File: src/rtl/ysyx_23060184_axi_arbiter_pkg.sv
// Shared types and AXI constants for the IFU/LSU bus arbiter.
// Optional feature macro used by the arbiter: ARB_ROUND_ROBIN_EN.
package ysyx_23060184_axi_arbiter_pkg;

   typedef enum logic [1:0] {
      ST_IDLE   = 2'd0,
      ST_OWN_I  = 2'd1,
      ST_OWN_DR = 2'd2,
      ST_OWN_DW = 2'd3
   } arb_state_e;

   // Packed address word is {addr, id, len[7:0], size[2:0], burst[1:0]}.
   localparam int BURST_LSB    = 0;
   localparam int SIZE_LSB     = 2;
   localparam int LEN_LSB      = 5;
   localparam int ID_LSB       = 13;
   localparam int ID_WIDTH_DEF = 4;
   localparam int ADDR_LSB     = ID_LSB + ID_WIDTH_DEF;

   localparam logic [1:0] OKAY   = 2'b00;
   localparam logic [1:0] EXOKAY = 2'b01;
   localparam logic [1:0] SLVERR = 2'b10;
   localparam logic [1:0] DECERR = 2'b11;

   localparam logic [1:0] BURST_INCR = 2'b01;

   function automatic int ar_width(input int data_w, input int id_w);
      return data_w + id_w + ID_LSB;
   endfunction

endpackage

File: src/rtl/ysyx_23060184_axi_arbiter_if.sv
// AXI4 channel bundle shared by the IFU, LSU and memory sides of the arbiter.
// Built the same way with or without ARB_ROUND_ROBIN_EN.
interface ysyx_23060184_axi_arbiter_if
   import ysyx_23060184_axi_arbiter_pkg::*;
#(
   parameter int DATA_WIDTH = 32,
   parameter int ID_WIDTH   = 4
) ();

   localparam int AR_W = ar_width(DATA_WIDTH, ID_WIDTH);

   logic [AR_W-1:0]         ar;
   logic                    arvalid;
   logic                    arready;
   logic [DATA_WIDTH-1:0]   rdata;
   logic [1:0]              rresp;
   logic                    rlast;
   logic                    rvalid;
   logic                    rready;
   logic [AR_W-1:0]         aw;
   logic                    awvalid;
   logic                    awready;
   logic [DATA_WIDTH-1:0]   wdata;
   logic [DATA_WIDTH/8-1:0] wstrb;
   logic                    wlast;
   logic                    wvalid;
   logic                    wready;
   logic [1:0]              bresp;
   logic                    bvalid;
   logic                    bready;

   modport master (
      output ar, arvalid, rready, aw, awvalid, wdata, wstrb, wlast, wvalid, bready,
      input  arready, rdata, rresp, rlast, rvalid, awready, wready, bresp, bvalid
   );

   modport slave (
      input  ar, arvalid, rready, aw, awvalid, wdata, wstrb, wlast, wvalid, bready,
      output arready, rdata, rresp, rlast, rvalid, awready, wready, bresp, bvalid
   );

endinterface

File: src/rtl/ysyx_23060184_arb_pick.sv
// Two-way requester picker: LSU-first by default, alternating when
// ARB_ROUND_ROBIN_EN is defined. Also reports whether the LSU wants a write.
module ysyx_23060184_arb_pick (
   input  logic i_req,
   input  logic d_req,
   input  logic d_we,
   input  logic last_d,
   output logic pick_vld,
   output logic pick_d,
   output logic pick_wr
);

   logic lsu_first;

`ifdef ARB_ROUND_ROBIN_EN
   // On a tie, whoever was not served last goes first.
   assign lsu_first = !last_d;
`else
   logic unused_last_d;
   assign unused_last_d = last_d;
   assign lsu_first     = 1'b1;
`endif

   assign pick_vld = i_req || d_req;
   assign pick_d   = d_req && (!i_req || lsu_first);
   assign pick_wr  = pick_d && d_we;

endmodule

File: src/rtl/ysyx_23060184_axi_arbiter.sv
// Shares the single AXI4 memory port between the IFU (read only) and LSU.
// Define ARB_ROUND_ROBIN_EN for round-robin tie-breaking instead of LSU priority.
module ysyx_23060184_axi_arbiter
   import ysyx_23060184_axi_arbiter_pkg::*;
#(
   parameter int DATA_WIDTH = 32,
   parameter int ID_WIDTH   = 4
) (
   input  logic clk,
   input  logic rstn,
   input  logic i_req,
   output logic i_grant,
   input  logic d_req,
   input  logic d_we,
   output logic d_grant,
   ysyx_23060184_axi_arbiter_if.slave  ifu,
   ysyx_23060184_axi_arbiter_if.slave  lsu,
   ysyx_23060184_axi_arbiter_if.master mem
);

   localparam int AR_W = ar_width(DATA_WIDTH, ID_WIDTH);

   arb_state_e state;
   logic       last_d;
   logic       pick_vld;
   logic       pick_d;
   logic       pick_wr;

   // The IFU never writes; its write-side inputs are intentionally left unread.
   logic [AR_W-1:0]       unused_ifu_aw;
   logic [DATA_WIDTH-1:0] unused_ifu_wdata;
   logic                  unused_ifu_misc;
   assign unused_ifu_aw    = ifu.aw;
   assign unused_ifu_wdata = ifu.wdata;
   assign unused_ifu_misc  = ^{ifu.awvalid, ifu.wstrb, ifu.wlast, ifu.wvalid, ifu.bready};

`ifndef ARB_ROUND_ROBIN_EN
   assign last_d = 1'b0;
`endif

   ysyx_23060184_arb_pick u_pick (
      .i_req    (i_req),
      .d_req    (d_req),
      .d_we     (d_we),
      .last_d   (last_d),
      .pick_vld (pick_vld),
      .pick_d   (pick_d),
      .pick_wr  (pick_wr)
   );

   always_ff @(posedge clk or negedge rstn) begin
      if (!rstn) begin
         state   <= ST_IDLE;
         i_grant <= 1'b0;
         d_grant <= 1'b0;
`ifdef ARB_ROUND_ROBIN_EN
         last_d  <= 1'b0;
`endif
      end else begin
         case (state)
            ST_IDLE: begin
               if (pick_vld) begin
                  state   <= pick_d ? (pick_wr ? ST_OWN_DW : ST_OWN_DR) : ST_OWN_I;
                  i_grant <= !pick_d;
                  d_grant <= pick_d;
`ifdef ARB_ROUND_ROBIN_EN
                  last_d  <= pick_d;
`endif
               end
            end
            // rlast is the only end-of-burst marker; no beat counting here.
            ST_OWN_I, ST_OWN_DR: begin
               if (mem.rvalid && mem.rready && mem.rlast) begin
                  state   <= ST_IDLE;
                  i_grant <= 1'b0;
                  d_grant <= 1'b0;
               end
            end
            ST_OWN_DW: begin
               if (mem.bvalid && mem.bready) begin
                  state   <= ST_IDLE;
                  i_grant <= 1'b0;
                  d_grant <= 1'b0;
               end
            end
            default: begin
               state   <= ST_IDLE;
               i_grant <= 1'b0;
               d_grant <= 1'b0;
            end
         endcase
      end
   end

   always_comb begin
      ifu.arready = 1'b0;
      ifu.rdata   = '0;
      ifu.rresp   = '0;
      ifu.rlast   = 1'b0;
      ifu.rvalid  = 1'b0;
      ifu.awready = 1'b0;
      ifu.wready  = 1'b0;
      ifu.bresp   = '0;
      ifu.bvalid  = 1'b0;
      lsu.arready = 1'b0;
      lsu.rdata   = '0;
      lsu.rresp   = '0;
      lsu.rlast   = 1'b0;
      lsu.rvalid  = 1'b0;
      lsu.awready = 1'b0;
      lsu.wready  = 1'b0;
      lsu.bresp   = '0;
      lsu.bvalid  = 1'b0;
      mem.ar      = '0;
      mem.arvalid = 1'b0;
      mem.rready  = 1'b0;
      mem.aw      = '0;
      mem.awvalid = 1'b0;
      mem.wdata   = '0;
      mem.wstrb   = '0;
      mem.wlast   = 1'b0;
      mem.wvalid  = 1'b0;
      mem.bready  = 1'b0;
      case (state)
         ST_OWN_I: begin
            mem.ar      = ifu.ar;
            mem.arvalid = ifu.arvalid;
            mem.rready  = ifu.rready;
            ifu.arready = mem.arready;
            ifu.rdata   = mem.rdata;
            ifu.rresp   = mem.rresp;
            ifu.rlast   = mem.rlast;
            ifu.rvalid  = mem.rvalid;
         end
         ST_OWN_DR: begin
            mem.ar      = lsu.ar;
            mem.arvalid = lsu.arvalid;
            mem.rready  = lsu.rready;
            lsu.arready = mem.arready;
            lsu.rdata   = mem.rdata;
            lsu.rresp   = mem.rresp;
            lsu.rlast   = mem.rlast;
            lsu.rvalid  = mem.rvalid;
         end
         ST_OWN_DW: begin
            mem.aw      = lsu.aw;
            mem.awvalid = lsu.awvalid;
            mem.wdata   = lsu.wdata;
            mem.wstrb   = lsu.wstrb;
            mem.wlast   = lsu.wlast;
            mem.wvalid  = lsu.wvalid;
            mem.bready  = lsu.bready;
            lsu.awready = mem.awready;
            lsu.wready  = mem.wready;
            lsu.bresp   = mem.bresp;
            lsu.bvalid  = mem.bvalid;
         end
         default: ;
      endcase
   end

endmodule

File: src/flat_wrapper.sv
// flat-port wrapper written by rule: the top's interface ports become plain ports
module ysyx_23060184_axi_arbiter_flat import ysyx_23060184_axi_arbiter_pkg::*;
#(
   parameter int DATA_WIDTH = 32,
   parameter int ID_WIDTH   = 4
)
  (clk, rstn, i_req, i_grant, d_req, d_we, d_grant, ifu_ar, ifu_arvalid, ifu_rready, ifu_aw, ifu_awvalid, ifu_wdata, ifu_wstrb, ifu_wlast, ifu_wvalid, ifu_bready, ifu_arready, ifu_rdata, ifu_rresp, ifu_rlast, ifu_rvalid, ifu_awready, ifu_wready, ifu_bresp, ifu_bvalid, lsu_ar, lsu_arvalid, lsu_rready, lsu_aw, lsu_awvalid, lsu_wdata, lsu_wstrb, lsu_wlast, lsu_wvalid, lsu_bready, lsu_arready, lsu_rdata, lsu_rresp, lsu_rlast, lsu_rvalid, lsu_awready, lsu_wready, lsu_bresp, lsu_bvalid, mem_ar, mem_arvalid, mem_rready, mem_aw, mem_awvalid, mem_wdata, mem_wstrb, mem_wlast, mem_wvalid, mem_bready, mem_arready, mem_rdata, mem_rresp, mem_rlast, mem_rvalid, mem_awready, mem_wready, mem_bresp, mem_bvalid);
  ysyx_23060184_axi_arbiter_if #(.DATA_WIDTH(DATA_WIDTH), .ID_WIDTH(ID_WIDTH)) ifu_i ();
  ysyx_23060184_axi_arbiter_if #(.DATA_WIDTH(DATA_WIDTH), .ID_WIDTH(ID_WIDTH)) lsu_i ();
  ysyx_23060184_axi_arbiter_if #(.DATA_WIDTH(DATA_WIDTH), .ID_WIDTH(ID_WIDTH)) mem_i ();
  input  logic clk;
  input  logic rstn;
  input  logic i_req;
  output logic i_grant;
  input  logic d_req;
  input  logic d_we;
  output logic d_grant;
  input wire logic [$bits(ifu_i.ar)-1:0] ifu_ar;
  input wire logic [$bits(ifu_i.arvalid)-1:0] ifu_arvalid;
  input wire logic [$bits(ifu_i.rready)-1:0] ifu_rready;
  input wire logic [$bits(ifu_i.aw)-1:0] ifu_aw;
  input wire logic [$bits(ifu_i.awvalid)-1:0] ifu_awvalid;
  input wire logic [$bits(ifu_i.wdata)-1:0] ifu_wdata;
  input wire logic [$bits(ifu_i.wstrb)-1:0] ifu_wstrb;
  input wire logic [$bits(ifu_i.wlast)-1:0] ifu_wlast;
  input wire logic [$bits(ifu_i.wvalid)-1:0] ifu_wvalid;
  input wire logic [$bits(ifu_i.bready)-1:0] ifu_bready;
  output wire logic [$bits(ifu_i.arready)-1:0] ifu_arready;
  output wire logic [$bits(ifu_i.rdata)-1:0] ifu_rdata;
  output wire logic [$bits(ifu_i.rresp)-1:0] ifu_rresp;
  output wire logic [$bits(ifu_i.rlast)-1:0] ifu_rlast;
  output wire logic [$bits(ifu_i.rvalid)-1:0] ifu_rvalid;
  output wire logic [$bits(ifu_i.awready)-1:0] ifu_awready;
  output wire logic [$bits(ifu_i.wready)-1:0] ifu_wready;
  output wire logic [$bits(ifu_i.bresp)-1:0] ifu_bresp;
  output wire logic [$bits(ifu_i.bvalid)-1:0] ifu_bvalid;
  input wire logic [$bits(lsu_i.ar)-1:0] lsu_ar;
  input wire logic [$bits(lsu_i.arvalid)-1:0] lsu_arvalid;
  input wire logic [$bits(lsu_i.rready)-1:0] lsu_rready;
  input wire logic [$bits(lsu_i.aw)-1:0] lsu_aw;
  input wire logic [$bits(lsu_i.awvalid)-1:0] lsu_awvalid;
  input wire logic [$bits(lsu_i.wdata)-1:0] lsu_wdata;
  input wire logic [$bits(lsu_i.wstrb)-1:0] lsu_wstrb;
  input wire logic [$bits(lsu_i.wlast)-1:0] lsu_wlast;
  input wire logic [$bits(lsu_i.wvalid)-1:0] lsu_wvalid;
  input wire logic [$bits(lsu_i.bready)-1:0] lsu_bready;
  output wire logic [$bits(lsu_i.arready)-1:0] lsu_arready;
  output wire logic [$bits(lsu_i.rdata)-1:0] lsu_rdata;
  output wire logic [$bits(lsu_i.rresp)-1:0] lsu_rresp;
  output wire logic [$bits(lsu_i.rlast)-1:0] lsu_rlast;
  output wire logic [$bits(lsu_i.rvalid)-1:0] lsu_rvalid;
  output wire logic [$bits(lsu_i.awready)-1:0] lsu_awready;
  output wire logic [$bits(lsu_i.wready)-1:0] lsu_wready;
  output wire logic [$bits(lsu_i.bresp)-1:0] lsu_bresp;
  output wire logic [$bits(lsu_i.bvalid)-1:0] lsu_bvalid;
  output wire logic [$bits(mem_i.ar)-1:0] mem_ar;
  output wire logic [$bits(mem_i.arvalid)-1:0] mem_arvalid;
  output wire logic [$bits(mem_i.rready)-1:0] mem_rready;
  output wire logic [$bits(mem_i.aw)-1:0] mem_aw;
  output wire logic [$bits(mem_i.awvalid)-1:0] mem_awvalid;
  output wire logic [$bits(mem_i.wdata)-1:0] mem_wdata;
  output wire logic [$bits(mem_i.wstrb)-1:0] mem_wstrb;
  output wire logic [$bits(mem_i.wlast)-1:0] mem_wlast;
  output wire logic [$bits(mem_i.wvalid)-1:0] mem_wvalid;
  output wire logic [$bits(mem_i.bready)-1:0] mem_bready;
  input wire logic [$bits(mem_i.arready)-1:0] mem_arready;
  input wire logic [$bits(mem_i.rdata)-1:0] mem_rdata;
  input wire logic [$bits(mem_i.rresp)-1:0] mem_rresp;
  input wire logic [$bits(mem_i.rlast)-1:0] mem_rlast;
  input wire logic [$bits(mem_i.rvalid)-1:0] mem_rvalid;
  input wire logic [$bits(mem_i.awready)-1:0] mem_awready;
  input wire logic [$bits(mem_i.wready)-1:0] mem_wready;
  input wire logic [$bits(mem_i.bresp)-1:0] mem_bresp;
  input wire logic [$bits(mem_i.bvalid)-1:0] mem_bvalid;
  assign ifu_i.ar = ifu_ar;
  assign ifu_i.arvalid = ifu_arvalid;
  assign ifu_i.rready = ifu_rready;
  assign ifu_i.aw = ifu_aw;
  assign ifu_i.awvalid = ifu_awvalid;
  assign ifu_i.wdata = ifu_wdata;
  assign ifu_i.wstrb = ifu_wstrb;
  assign ifu_i.wlast = ifu_wlast;
  assign ifu_i.wvalid = ifu_wvalid;
  assign ifu_i.bready = ifu_bready;
  assign ifu_arready = ifu_i.arready;
  assign ifu_rdata = ifu_i.rdata;
  assign ifu_rresp = ifu_i.rresp;
  assign ifu_rlast = ifu_i.rlast;
  assign ifu_rvalid = ifu_i.rvalid;
  assign ifu_awready = ifu_i.awready;
  assign ifu_wready = ifu_i.wready;
  assign ifu_bresp = ifu_i.bresp;
  assign ifu_bvalid = ifu_i.bvalid;
  assign lsu_i.ar = lsu_ar;
  assign lsu_i.arvalid = lsu_arvalid;
  assign lsu_i.rready = lsu_rready;
  assign lsu_i.aw = lsu_aw;
  assign lsu_i.awvalid = lsu_awvalid;
  assign lsu_i.wdata = lsu_wdata;
  assign lsu_i.wstrb = lsu_wstrb;
  assign lsu_i.wlast = lsu_wlast;
  assign lsu_i.wvalid = lsu_wvalid;
  assign lsu_i.bready = lsu_bready;
  assign lsu_arready = lsu_i.arready;
  assign lsu_rdata = lsu_i.rdata;
  assign lsu_rresp = lsu_i.rresp;
  assign lsu_rlast = lsu_i.rlast;
  assign lsu_rvalid = lsu_i.rvalid;
  assign lsu_awready = lsu_i.awready;
  assign lsu_wready = lsu_i.wready;
  assign lsu_bresp = lsu_i.bresp;
  assign lsu_bvalid = lsu_i.bvalid;
  assign mem_ar = mem_i.ar;
  assign mem_arvalid = mem_i.arvalid;
  assign mem_rready = mem_i.rready;
  assign mem_aw = mem_i.aw;
  assign mem_awvalid = mem_i.awvalid;
  assign mem_wdata = mem_i.wdata;
  assign mem_wstrb = mem_i.wstrb;
  assign mem_wlast = mem_i.wlast;
  assign mem_wvalid = mem_i.wvalid;
  assign mem_bready = mem_i.bready;
  assign mem_i.arready = mem_arready;
  assign mem_i.rdata = mem_rdata;
  assign mem_i.rresp = mem_rresp;
  assign mem_i.rlast = mem_rlast;
  assign mem_i.rvalid = mem_rvalid;
  assign mem_i.awready = mem_awready;
  assign mem_i.wready = mem_wready;
  assign mem_i.bresp = mem_bresp;
  assign mem_i.bvalid = mem_bvalid;
  ysyx_23060184_axi_arbiter #(.DATA_WIDTH(DATA_WIDTH), .ID_WIDTH(ID_WIDTH)) u_core (.clk(clk), .rstn(rstn), .i_req(i_req), .i_grant(i_grant), .d_req(d_req), .d_we(d_we), .d_grant(d_grant), .ifu(ifu_i), .lsu(lsu_i), .mem(mem_i));
endmodule
File: config.mk
export PLATFORM = sky130hd
export DESIGN_NAME = ysyx_23060184_axi_arbiter_flat
export DESIGN_NICKNAME = d
export VERILOG_FILES = /design/src/rtl/ysyx_23060184_axi_arbiter_pkg.sv /design/src/rtl/ysyx_23060184_axi_arbiter_if.sv /design/src/rtl/ysyx_23060184_arb_pick.sv /design/src/rtl/ysyx_23060184_axi_arbiter.sv /design/src/flat_wrapper.sv
export SDC_FILE = /design/constraint.sdc
export NUM_CORES = 1
export LEC_CHECK = 0
export BUFFER_PORTS_ARGS = -buffer_cell sky130_fd_sc_hd__buf_2
export CORE_AREA = 3 3 213 215
export CTS_CLUSTER_DIAMETER = 80
export DETAILED_ROUTE_END_ITERATION = 6
export DIE_AREA = 0 0 216 218
export PLACE_DENSITY = 0.3
export SLEW_MARGIN = 5
export SYNTH_ARGS = -nofsm -noshare
export SYNTH_HDL_FRONTEND = slang
export SYNTH_SLANG_ARGS = --single-unit
File: constraint.sdc
create_clock -name clk -period 1.7 [get_ports clk]
set_clock_uncertainty 0.05 [all_clocks]
set_input_delay 0.255 -clock clk [delete_from_list [all_inputs] [get_ports clk]]
set_output_delay 0.255 -clock clk [all_outputs]
set_load 0.03 [all_outputs]
==> metrics.md, run 1 <==
| Metric | Value |
|---|---|
| Status | `finished, violations left` |
| Failing checks | `negative setup slack` |
| Initial antenna violation count | `2` |
| Synth Instances | `between 300 and 400` |
| CP delay by family, top | `buffers and inverters` |
| DRT antenna net count | `0` |
| Final Cycle Share | `1.16` |
| Setup WS post-layout | `-274 ps` |
| Root Driver | `clkbuf_16` |
| Clk Latency, worst-skew pair | `230 ps` |
| #FFs+latches synth | `3` |
| CP arrival | `1670 ps` |
| Final wirelength | `20,100 um` |
| Global Route met2 Usage | `0.147` |
| Final slew viol count | `0` |
| GRT Residual Overflow | `0` |
| Placed cells | `1,373` |
| Worst setup SP type | `flip-flop` |
| Core Area | `43,900 um^2` |
| Max Buffers Root-to-Sink | `2` |
| Register area | `76.3 um^2` |
| Leakage | `slightly below 4 nW` |
| Hold EP | `u_core.d_grant` |
| Vias/cell | `3.10` |
| Largest net degree at the start of global routing | `41` |
| RSZ-0062 raised after global routing | `yes` |
| CTS tree | `done` |
| Mapped Area | `2180 um^2` |
| Crit path max fanout | `10` |
| Worst-path clk slew | `30 ps` |
| I/O pin count | `553` |
| H-tree levels | `1` |
| GRT Total Usage | `0.0685` |
| Peak VDD IR | `0.000471 V` |
| Fmax | `around 510 MHz` |
| Vias in the first global route | `between 4,000 and 5,000` |
| Hold depth | `3` |
| Worst setup path start | `u_core.d_grant` |
| Drt pass-1 iters | `4` |
| Setup TNS | `-41,490 ps` |
| Cell seen most often among critical-path stages | `buf_6` |
| Placer Congestion | `0.724` |
| Die Area | `around 47,000 um^2` |
| # DRC | `0` |
| Syn avg cell area | `6.56 um^2` |
| Worst path max stage delay | `between 400 and 500 ps` |
| PwrDens | `1530 nW/um^2` |
| Row cnt | `77` |
| Placed inst area | `5900 um^2` |
| Initial Util | `0.0497` |
| Final hold vios | `0` |
| Reg2reg end | `u_core.i_grant` |
| WP data required | `1390 ps` |
| Grt met3 use | `0.0150` |
| Worst path bufs/invs | `5` |
| Hold Crit Start | `d_req` |
| First-pass GRT wire length | `24,900 um` |
| CP max stage cell | `dfrtp_2` |
| Warnings, synthesis | `0` |
| Max Cap Viol | `0` |
| Sequential area share after synthesis | `0.0344` |
| GRT Max-Usage Layer | `met2` |
| Min Tclk post-route | `~2000 ps` |
| Reg2Reg Setup Slack | `-200 ps` |
| Area grow syn2layout | `276%` |
| Routed wire per std cell | `14.1 um` |
| Final Setup Violations | `222` |
| Cts bufs inserted | `3` |
| Cells along the critical path | `buf_6, ha_4, buf_6, buf_12, buf_16, and2_4, buf_6` |
| Share of layout cells above drive strength 1 | `0.946` |
| Port Buffers | `approximately 460` |
| Global-route met1 utilization | `0.0664` |
| R2R depth | `8` |
| Detailed router's first-iteration violation count | `about 70` |
| Min-delay worst type | `in2reg` |
| Fillers | `4,895` |
| Design area | `8220 um^2` |
| R2R Path Start | `u_core.state[0]` |
| Final HPWL from detailed placement | `14,400 um` |
| Non-Filler Instances | `between 1,000 and 1,500` |
| Width of the die | `roughly 220 um` |
| Multi-input logic area | `2900 um^2` |
| Cell count along the critical path | `7` |
| Critical setup path kind | `reg2out` |
| Library cells used by synthesis | `18` |
| Layout Nets | `1,158` |
| # clock sinks | `3` |
| Die Height | `218 um` |
| CP Capture Type | `output pin` |
| Routed vias | `4,397` |
==> through the flow <==
step | worst slack, ps | utilization | power (mW) | hold slack, ps
after global routing | -338 | 0.187 | 13.2 | 272
after floorplan | -64.7 | - | 5.98 | -90.6
final | -274 | 0.187 | 12.5 | 256
after global placement | -209 | 0.134 | 8.70 | 2.04
after detailed placement | -222 | 0.134 | 8.63 | 4.61
after CTS | -317 | 0.165 | 11.6 | 257
==> worst min-delay path, cell delays in order <==
cell and delay, ps:
buf_2 120, nand2_1 60, mux2i_1 60
==> cells in the mapped netlist <==
cell      count  area [um^2]
and2_1      168         1050
nor2b_1      52          325
a22oi_1      50          375
buf_2        14         70.1
clkbuf_1     14         52.6
buf_4         6         45.0
clkbuf_2      6         30.0
ha_1          4         50.1
inv_1         4         15.0
dfrtp_1       3         75.1
nand2_1       3         11.3
a22oi_2       2         25.0
mux2i_1       2         20.0
conb_1        1         3.75
mux2_4        1         15.0
nand2_2       1         6.26
o21ai_0       1         5.00
o21ai_2       1         8.76
==> layout make-up <==
class | count | share of cell area
Clock buffer | 4 | 0.00959
Multi-Input combinational cell | 290 | 0.352
Sequential cell | 3 | 0.00929
Timing Repair Buffer | 525 | 0.537
Antenna cell | 1 | 0.000305
Inverter | 4 | 0.00183
Tap cell | 592 | 0.0901
==> timing repair <==
action | 4_1_cts | 5_1_grt
buffers inserted | 12 | 12
resized for setup | 265 | 337
hold endpoints to repair | 3 | 0
gates cloned | 7 | 12
endpoints found under the setup margin | 222 | 222
hold buffers | 1 | 0
pin swaps | 40 | 19
==> cell families after synthesis <==
group	share of synthesized area
AND/OR/NAND/NOR	0.638
flip-flops	0.0344
AO/OA/AOI/OAI	0.190
multiplexers	0.0160
adder cells (fa/ha/maj)	0.0229
buffers and inverters	0.0974
other	0.00172
==> sequential cells by signal, indices dropped and copies added (netlist names) <==
name and count:
u_core.i_grant 1, u_core.d_grant 1, u_core.state 1
==> metal layers <==
layer	up-vias	wire [um]
li1	2053	-
met1	2031	6410
met2	289	11600
met3	22	1780
met4	2	263
met5	-	13
==> worst max-delay path by stage <==
stage	slack (ps)	to
floorplan	-60	mem_ar[28]
global placement	-210	u_core.i_grant
detailed placement	-220	u_core.i_grant
CTS	-320	mem_ar[13]
global route	-340	mem_rready
finish	-270	mem_wdata[11]
==> cells in the final DEF, fill, tap and decap left out, types with 2 or more instances in the layout <==
cell	instances
a22oi_2	52
buf_6	166
and2_2	36
mux2i_1	2
buf_8	2
conb_1	5
and2_1	27
dfrtp_1	2
ha_4	4
clkbuf_16	11
buf_16	6
nor2b_2	3
nor2b_4	48
buf_4	73
buf_12	16
and2_4	105
inv_1	2
buf_2	253
inv_2	2
nand2_1	3
==> report_power, final <==
group | switching, mW | internal (mW) | total [mW]
logic | 5.85 | 6.16 | 12.0
registers | 0.0323 | 0.106 | 0.138
clock network | 0.0704 | 0.310 | 0.380
total | 5.96 | 6.58 | 12.5
Power figures use the tool's default switching activity.
==> run 2, diff against run 1 <==
CELL_PAD_IN_SITES_DETAIL_PLACEMENT = 0   (was unset)
CELL_PAD_IN_SITES_GLOBAL_PLACEMENT = 2   (was unset)
CORE_AREA = 3 3 215 217   (was 3 3 213 215)
CTS_BUF_LIST = sky130_fd_sc_hd__clkbuf_2 sky130_fd_sc_hd__clkbuf_4 sky130_fd_sc_hd__clkbuf_8   (was unset)
DIE_AREA = 0 0 218 220   (was 0 0 216 218)
MAX_ROUTING_LAYER = met4   (was unset)
PLACE_DENSITY = 0.57   (was 0.3)
==> run 2 against run 1 <==
  * The run still ends with negative setup slack left
  * Hold slack got worse by 1.3 ps
  * Combinational power rose by 12%
  * First-iteration DRC count rose by 35%
  * Worst setup slack got worse by 26 ps
  * Largest cell class unchanged
  * Largest power group unchanged
==> metrics.md, run 2 (synthesis results as in run 1) <==
| Metric | Value |
|---|---|
| Routed wire per std cell | `14.7 um (+3.8%)` |
| Placer Congestion | `0.721 (-0.41%)` |
| Leading cell type in the layout, fill and taps excluded | `buf_2` |
| PwrDens | `1610 nW/um^2 (+5.6%)` |
| Final slew viol count | `0 (unchanged)` |
| Worst setup SP type | `flip-flop` |
| I/O pin count | `553 (unchanged)` |
| Comb pwr share | `0.973 (+0.014)` |
| Vias/cell | `3.15 (+1.5%)` |
| Final Setup Violations | `222 (unchanged)` |
| Layout Nets | `1,169 (+0.95%)` |
| Port Buffers | `458 (unchanged)` |
| Die Area | `48,000 um^2 (+1.9%)` |
| Design area | `8530 um^2 (+3.8%)` |
| Placed inst area | `5920 um^2 (+0.21%)` |
| DRT antenna net count | `0 (unchanged)` |
| Share of layout cells above drive strength 1 | `0.938 (-0.00765)` |
| Routed vias | `4,501 (+2.4%)` |
| # DRC | `0 (unchanged)` |
| Setup WS post-layout | `-299 ps (-25.5 ps)` |
| Die Height | `220 um (+0.92%)` |
| Drt pass-1 iters | `4 (unchanged)` |
| Status | `finished, violations left` |
| Min-delay worst type | `in2reg` |
| Most frequent cells in the layout | `buf_2 (241), buf_6 (193), and2_4 (71)` |
| Leakage | `4.09 nW (+2.8%)` |
| Peak VDD IR | `0.000622 V (+32%)` |
| Core Area | `44,300 um^2 (+0.88%)` |
| Worst-path clk slew | `30 ps (about the same)` |
| Clk Latency, worst-skew pair | `220 ps (about the same)` |
| First-pass GRT wire length | `25,700 um (+3.2%)` |
| RSZ-0062 raised after global routing | `yes` |
| # clock sinks | `3 (unchanged)` |
| Place WS | `-161 ps (+60.4 ps)` |
| Row cnt | `77 (unchanged)` |
| Min Tclk post-route | `2000 ps (+25.5 ps)` |
| Root Driver | `clkbuf_8` |
| Biggest regs | `u_core.d_grant (1), u_core.i_grant (1), u_core.state (1)` |
| GRT Residual Overflow | `0 (unchanged)` |
| P_sw | `6.37 mW (+6.9%)` |
| Crit path max fanout | `6 (-4)` |
| Fmax | `500 MHz (-1.3%)` |
| Switching Share | `0.463 (-0.0118)` |
| Vias in the first global route | `4,446 (+5.4%)` |
| Final HPWL from detailed placement | `14,200 um (-1.3%)` |
| Area grow syn2layout | `291%` |
| Failing checks | `negative setup slack` |
| Cts bufs inserted | `3 (unchanged)` |
| Final hold vios | `0 (unchanged)` |
| Final Cycle Share | `1.18 (+0.0150)` |
| Sequential share of power | `0.010 (about the same)` |
| Clock share of power | `0.017 (-0.013)` |
| CTS tree | `done` |
| Initial antenna violation count | `2 (unchanged)` |
| Max Buffers Root-to-Sink | `2 (unchanged)` |
| H-tree levels | `1 (unchanged)` |
| Pint | `7.37 mW (+12%)` |
| Initial Util | `0.0493 (-0.000432)` |
| Max Cap Viol | `0 (unchanged)` |
| Final wirelength | `21,000 um (+4.7%)` |
| Detailed router's first-iteration violation count | `92 (+35%)` |
| Reg2Reg Setup Slack | `-130 ps (+70 ps)` |
| Largest net degree at the start of global routing | `27 (-34%)` |
| Width of the die | `218 um (+0.93%)` |
| GRT Total Usage | `0.0734 (+0.00497)` |
| Critical setup path kind | `reg2out` |
| WP data required | `1390 ps (about the same)` |
| CP arrival | `1690 ps (+20 ps)` |
| CP Capture Type | `output pin` |
## run 2: power groups by stage
| stage | clock network, mW | logic [mW] | registers (mW) |
|---|---|---|---|
| floorplan | 0 | 5.82 | 0.165 |
| global placement | 0 | 8.56 | 0.133 |
| detailed placement | 0 | 8.50 | 0.131 |
| CTS | 0.233 | 12.0 | 0.137 |
| global route | 0.234 | 14.0 | 0.143 |
| finish | 0.227 | 13.4 | 0.138 |
## run 2: critical path, cell delays in order (launching register included)
cell and delay [ps]:
dfrtp_1 380, buf_6 140, ha_4 190, buf_12 160, buf_12 140, a22oi_2 240, nor2b_4 70, buf_6 140
## run 2: per-stage QoR
stage / std cells / setup TNS, ps / power (mW) / hold slack, ps / utilization
after global routing: 1430 / -57110 / 14.4 / 284 / 0.192
after detailed placement: 1373 / -8320 / 8.63 / 7.02 / 0.134
after global placement: 1373 / -9280 / 8.69 / 4.59 / 0.134
after floorplan: 337 / -216 / 5.98 / -90.6 / -
after CTS: 1410 / -48870 / 12.4 / 256 / 0.174
final: 1431 / -45670 / 13.7 / 254 / 0.193
## run 2: worst paths after layout
check                                 from              to  cells past startpoint
max                        u_core.state[0]      mem_ar[36]                      7
min                                  d_req  u_core.d_grant                      3
max reg2reg                u_core.state[0]  u_core.i_grant                      8
min reg2reg                 u_core.i_grant  u_core.i_grant                      1
max in group asynchronous             rstn  u_core.d_grant                      2
min in group asynchronous             rstn  u_core.i_grant                      2
## run 2: timing repair
action / CTS / global route
hold buffers: 1 / 0
endpoints found under the setup margin: 222 / 222
pin swaps: 30 / 13
setup buffers: 19 / 10
cloned: 14 / 14
endpoints found under the hold margin: 3 / 0
resized for setup: 365 / 209
## run 2: area by class of cell
type | count | area [um^2]
sequential | 3 | 76.3
antenna | 2 | 5.00
clock buffer | 4 | 48.8
inverter | 4 | 17.5
tap | 592 | 741
multi-input combinational | 290 | 2840
fill | 4826 | 35800
timing repair buffer | 536 | 4810
## run 2: routing by layer
layer | global-route usage | vias up | routed length (um)
met4 | 0.0174 | 0 | 463
met2 | 0.156 | 322 | 11900
met1 | 0.0667 | 2082 | 6820
li1 | - | 2082 | -
met5 | - | - | 0
met3 | 0.0119 | 15 | 1840
==> run 3, diff against run 2 <==
CORE_AREA = 3 3 216 218   (was 3 3 215 217)
DIE_AREA = 0 0 219 221   (was 0 0 218 220)
SYNTH_HIERARCHICAL = 1   (was unset)
==> run 3 against run 2 <==
  * Clock power hardly changed
  * Clock-buffer cell count unchanged
  * The run still ends with negative setup slack left
  * Total power fell by 9.3%
  * Critical path depth unchanged
  * Via count about the same
  * Sequential power is essentially flat
  * Area after synthesis is 1.1% higher
==> metrics.md, run 3 <==
| Metric | Value |
|---|---|
| Detailed router's first-iteration violation count | `81 (-12%)` |
| Drt pass-1 iters | `4 (unchanged)` |
| Status | `finished, violations left` |
| Biggest regs | `u_core/state (2), u_core/i_grant (1)` |
| Setup TNS | `-40,470 ps (+5200 ps)` |
| Worst-path clk slew | `30 ps (about the same)` |
| H-tree levels | `1 (unchanged)` |
| CTS tree | `done` |
| Routed vias | `4,497 (-0.089%)` |
| Number of synthesized flops with an enable pin | `0 (unchanged)` |
| WP data required | `1390 ps (about the same)` |
| Final wirelength | `22,600 um (+7.7%)` |
| Final slew viol count | `0 (unchanged)` |
| Share of layout cells above drive strength 1 | `0.949 (+0.0106)` |
| Initial antenna violation count | `13 (+11)` |
| Routed wire per std cell | `15.7 um (+6.6%)` |
| Comb pwr share | `0.971 (-0.002)` |
| Die Height | `221 um (+0.45%)` |
| Clock share of power | `0.018 (about the same)` |
| Synth Instances | `337 (+1.2%)` |
| Peak VDD IR | `0.000703 V (+13%)` |
| Sequential share of power | `0.011 (about the same)` |
| Min Tclk post-route | `2010 ps (+5.90 ps)` |
| Syn avg cell area | `6.56 um^2 (about the same)` |
| Final Setup Violations | `221 (-0.45%)` |
| GRT Total Usage | `0.0809 (+0.00743)` |
| Sequential area share after synthesis | `0.0340 (-0.000389)` |
| Setup WS post-layout | `-305 ps (-5.90 ps)` |
| CP Capture Type | `output pin` |
| Critical setup path kind | `reg2out` |
| Placer Congestion | `0.776 (+7.7%)` |
| # clock sinks | `3 (unchanged)` |
| Die Area | `48,400 um^2 (+0.92%)` |
| Root Driver | `clkbuf_8` |
| Library cells used by synthesis | `21 (+3)` |
| Fraction of registers with async set/reset | `1.00 (unchanged)` |
| Most instantiated cells after synthesis | `and2_1 (168), nor2b_1 (53), a22oi_1 (50)` |
| Largest register FFs | `2` |
| Largest Register | `u_core/state` |
| Initial Util | `0.0490 (-0.000288)` |
| Worst setup SP type | `flip-flop` |
| Largest net degree at the start of global routing | `27 (unchanged)` |
| Final HPWL from detailed placement | `16,400 um (+16%)` |
| Switching Share | `0.472 (+0.00886)` |
| #FFs+latches synth | `3 (unchanged)` |
| Clk Latency, worst-skew pair | `220 ps (about the same)` |
| Crit path max fanout | `17 (+11)` |
| Final hold vios | `0 (unchanged)` |
| Top FF cell, synth | `dfrtp_1` |
| GRT Residual Overflow | `0 (unchanged)` |
| Final Cycle Share | `1.18 (+0.00347)` |
| Max Buffers Root-to-Sink | `2 (unchanged)` |
| Largest cells by area after synthesis | `and2_1 (48%), a22oi_1 (17%), nor2b_1 (15%), dfrtp_1 (3.4%), clkbuf_1 (2.9%)` |
| Leakage | `4.05 nW (-1.0%)` |
| Core Area | `45,100 um^2 (+1.7%)` |
| PwrDens | `1470 nW/um^2 (-8.5%)` |
| I/O pin count | `553 (unchanged)` |
| Width of the die | `219 um (+0.46%)` |
| Synth area leader | `and2_1` |
| Max Cap Viol | `0 (unchanged)` |
| Vias/cell | `3.11 (-1.1%)` |
| CP arrival | `1700 ps (about the same)` |
| Most frequent cell after synthesis | `and2_1` |
| Fmax | `499 MHz (-0.29%)` |
| Most frequent cells in the layout | `buf_2 (241), buf_6 (167), and2_4 (139)` |
| RSZ-0062 raised after global routing | `yes` |
| Pint | `6.58 mW (-11%)` |
| DRT antenna net count | `0 (unchanged)` |
| Cts bufs inserted | `3 (unchanged)` |
| Area grow syn2layout | `283%` |
| # DRC | `0 (unchanged)` |
| Leading cell type in the layout, fill and taps excluded | `buf_2` |
| Warnings, synthesis | `6 (+6)` |
| Area share of the largest cell type after synthesis | `0.476 (-0.00545)` |
| Pwr Total | `12.5 mW (-9.3%)` |
| Failing checks | `negative setup slack` |
| First-pass GRT wire length | `28,000 um (+8.8%)` |
| Min-delay worst type | `in2reg` |
| Layout Nets | `1,168 (-0.086%)` |
| Mapped Area | `2210 um^2 (+1.1%)` |
| Vias in the first global route | `4,557 (+2.5%)` |
| P_sw | `5.89 mW (-7.6%)` |
| Port Buffers | `458 (unchanged)` |
| Row cnt | `78 (+1.3%)` |
==> run 3: power groups by stage <==
stage	Sequential [mW]	Combinational [mW]	Clock, mW
6_report	0.141	12.1	0.225
4_1_cts	0.138	10.8	0.231
3_5_place_dp	0.137	8.81	0
2_1_floorplan	0.166	5.71	0
5_1_grt	0.147	12.8	0.236
3_3_place_gp	0.135	8.85	0
==> run 3: repair_timing <==
item	CTS	global route
gates resized for setup	343	287
endpoints found under the setup margin	222	222
setup buffers	12	8
hold endpoints to repair	3	0
hold buffers	1	0
gates cloned	12	10
pin swaps	9	31
==> run 3: stage by stage <==
stage,hold WS (ps),cell area [um^2],std cells,util,setup slack [ps]
6_report,282,8460,1446,0.188,-305
4_1_cts,282,7570,1424,0.168,-355
2_1_floorplan,-90.6,2820,341,-,0.326
3_3_place_gp,3.93,6100,1395,0.135,-224
3_5_place_dp,6.11,6100,1395,0.135,-261
5_1_grt,305,8460,1446,0.188,-381
==> run 3: logic make-up (layout without fill, tap and decap cells) <==
kind of cell	Yosys count	count (layout)	share of synthesized area
other cells	1	16	0.00170
mux	3	3	0.0159
buf+inv	44	538	0.0963
flops	3	3	0.0340
simple gates	227	227	0.640
compound gates	54	54	0.184
fa+ha+maj	5	5	0.0283
==> run 3: worst paths after layout <==
check / cells after the start / slack [ps] / to / start
min in group asynchronous: 2 / 320 / u_core/i_grant / rstn
min reg2reg: 1 / 450 / u_core/i_grant / u_core/i_grant
max in group asynchronous: 2 / 1160 / u_core/state[1] / rstn
max: 7 / -310 / mem_ar[4] / u_core/state[0]
max reg2reg: 8 / -160 / u_core/i_grant / u_core/state[1]
min: 3 / 280 / u_core/state[1] / d_req
==> run 3: cell type report <==
| cell class | count | area, um^2 |
|---|---|---|
| diodes | 11 | 27.5 |
| well taps | 600 | 751 |
| multi-input cells | 294 | 2950 |
| fillers | 4945 | 36600 |
| clock buffers | 4 | 48.8 |
| repair buffers | 531 | 4590 |
| flip-flops and latches | 3 | 76.3 |
| inverters | 3 | 13.8 |
==> run 3: critical path, stage by stage, from the launching register on <==
cell     delay (ps)
dfrtp_1         400
buf_4           150
ha_4            160
buf_12          150
buf_12          170
a22oi_2         200
nor2b_4          50
buf_4           170
==> run 3: metal layers <==
metal  global-route usage  vias up  wire [um]
met2                0.171      329      12700
met5                    -        -          0
met1               0.0730     2054       7640
li1                     -     2104          -
met3               0.0190       10       2110
met4              0.00878        0        170
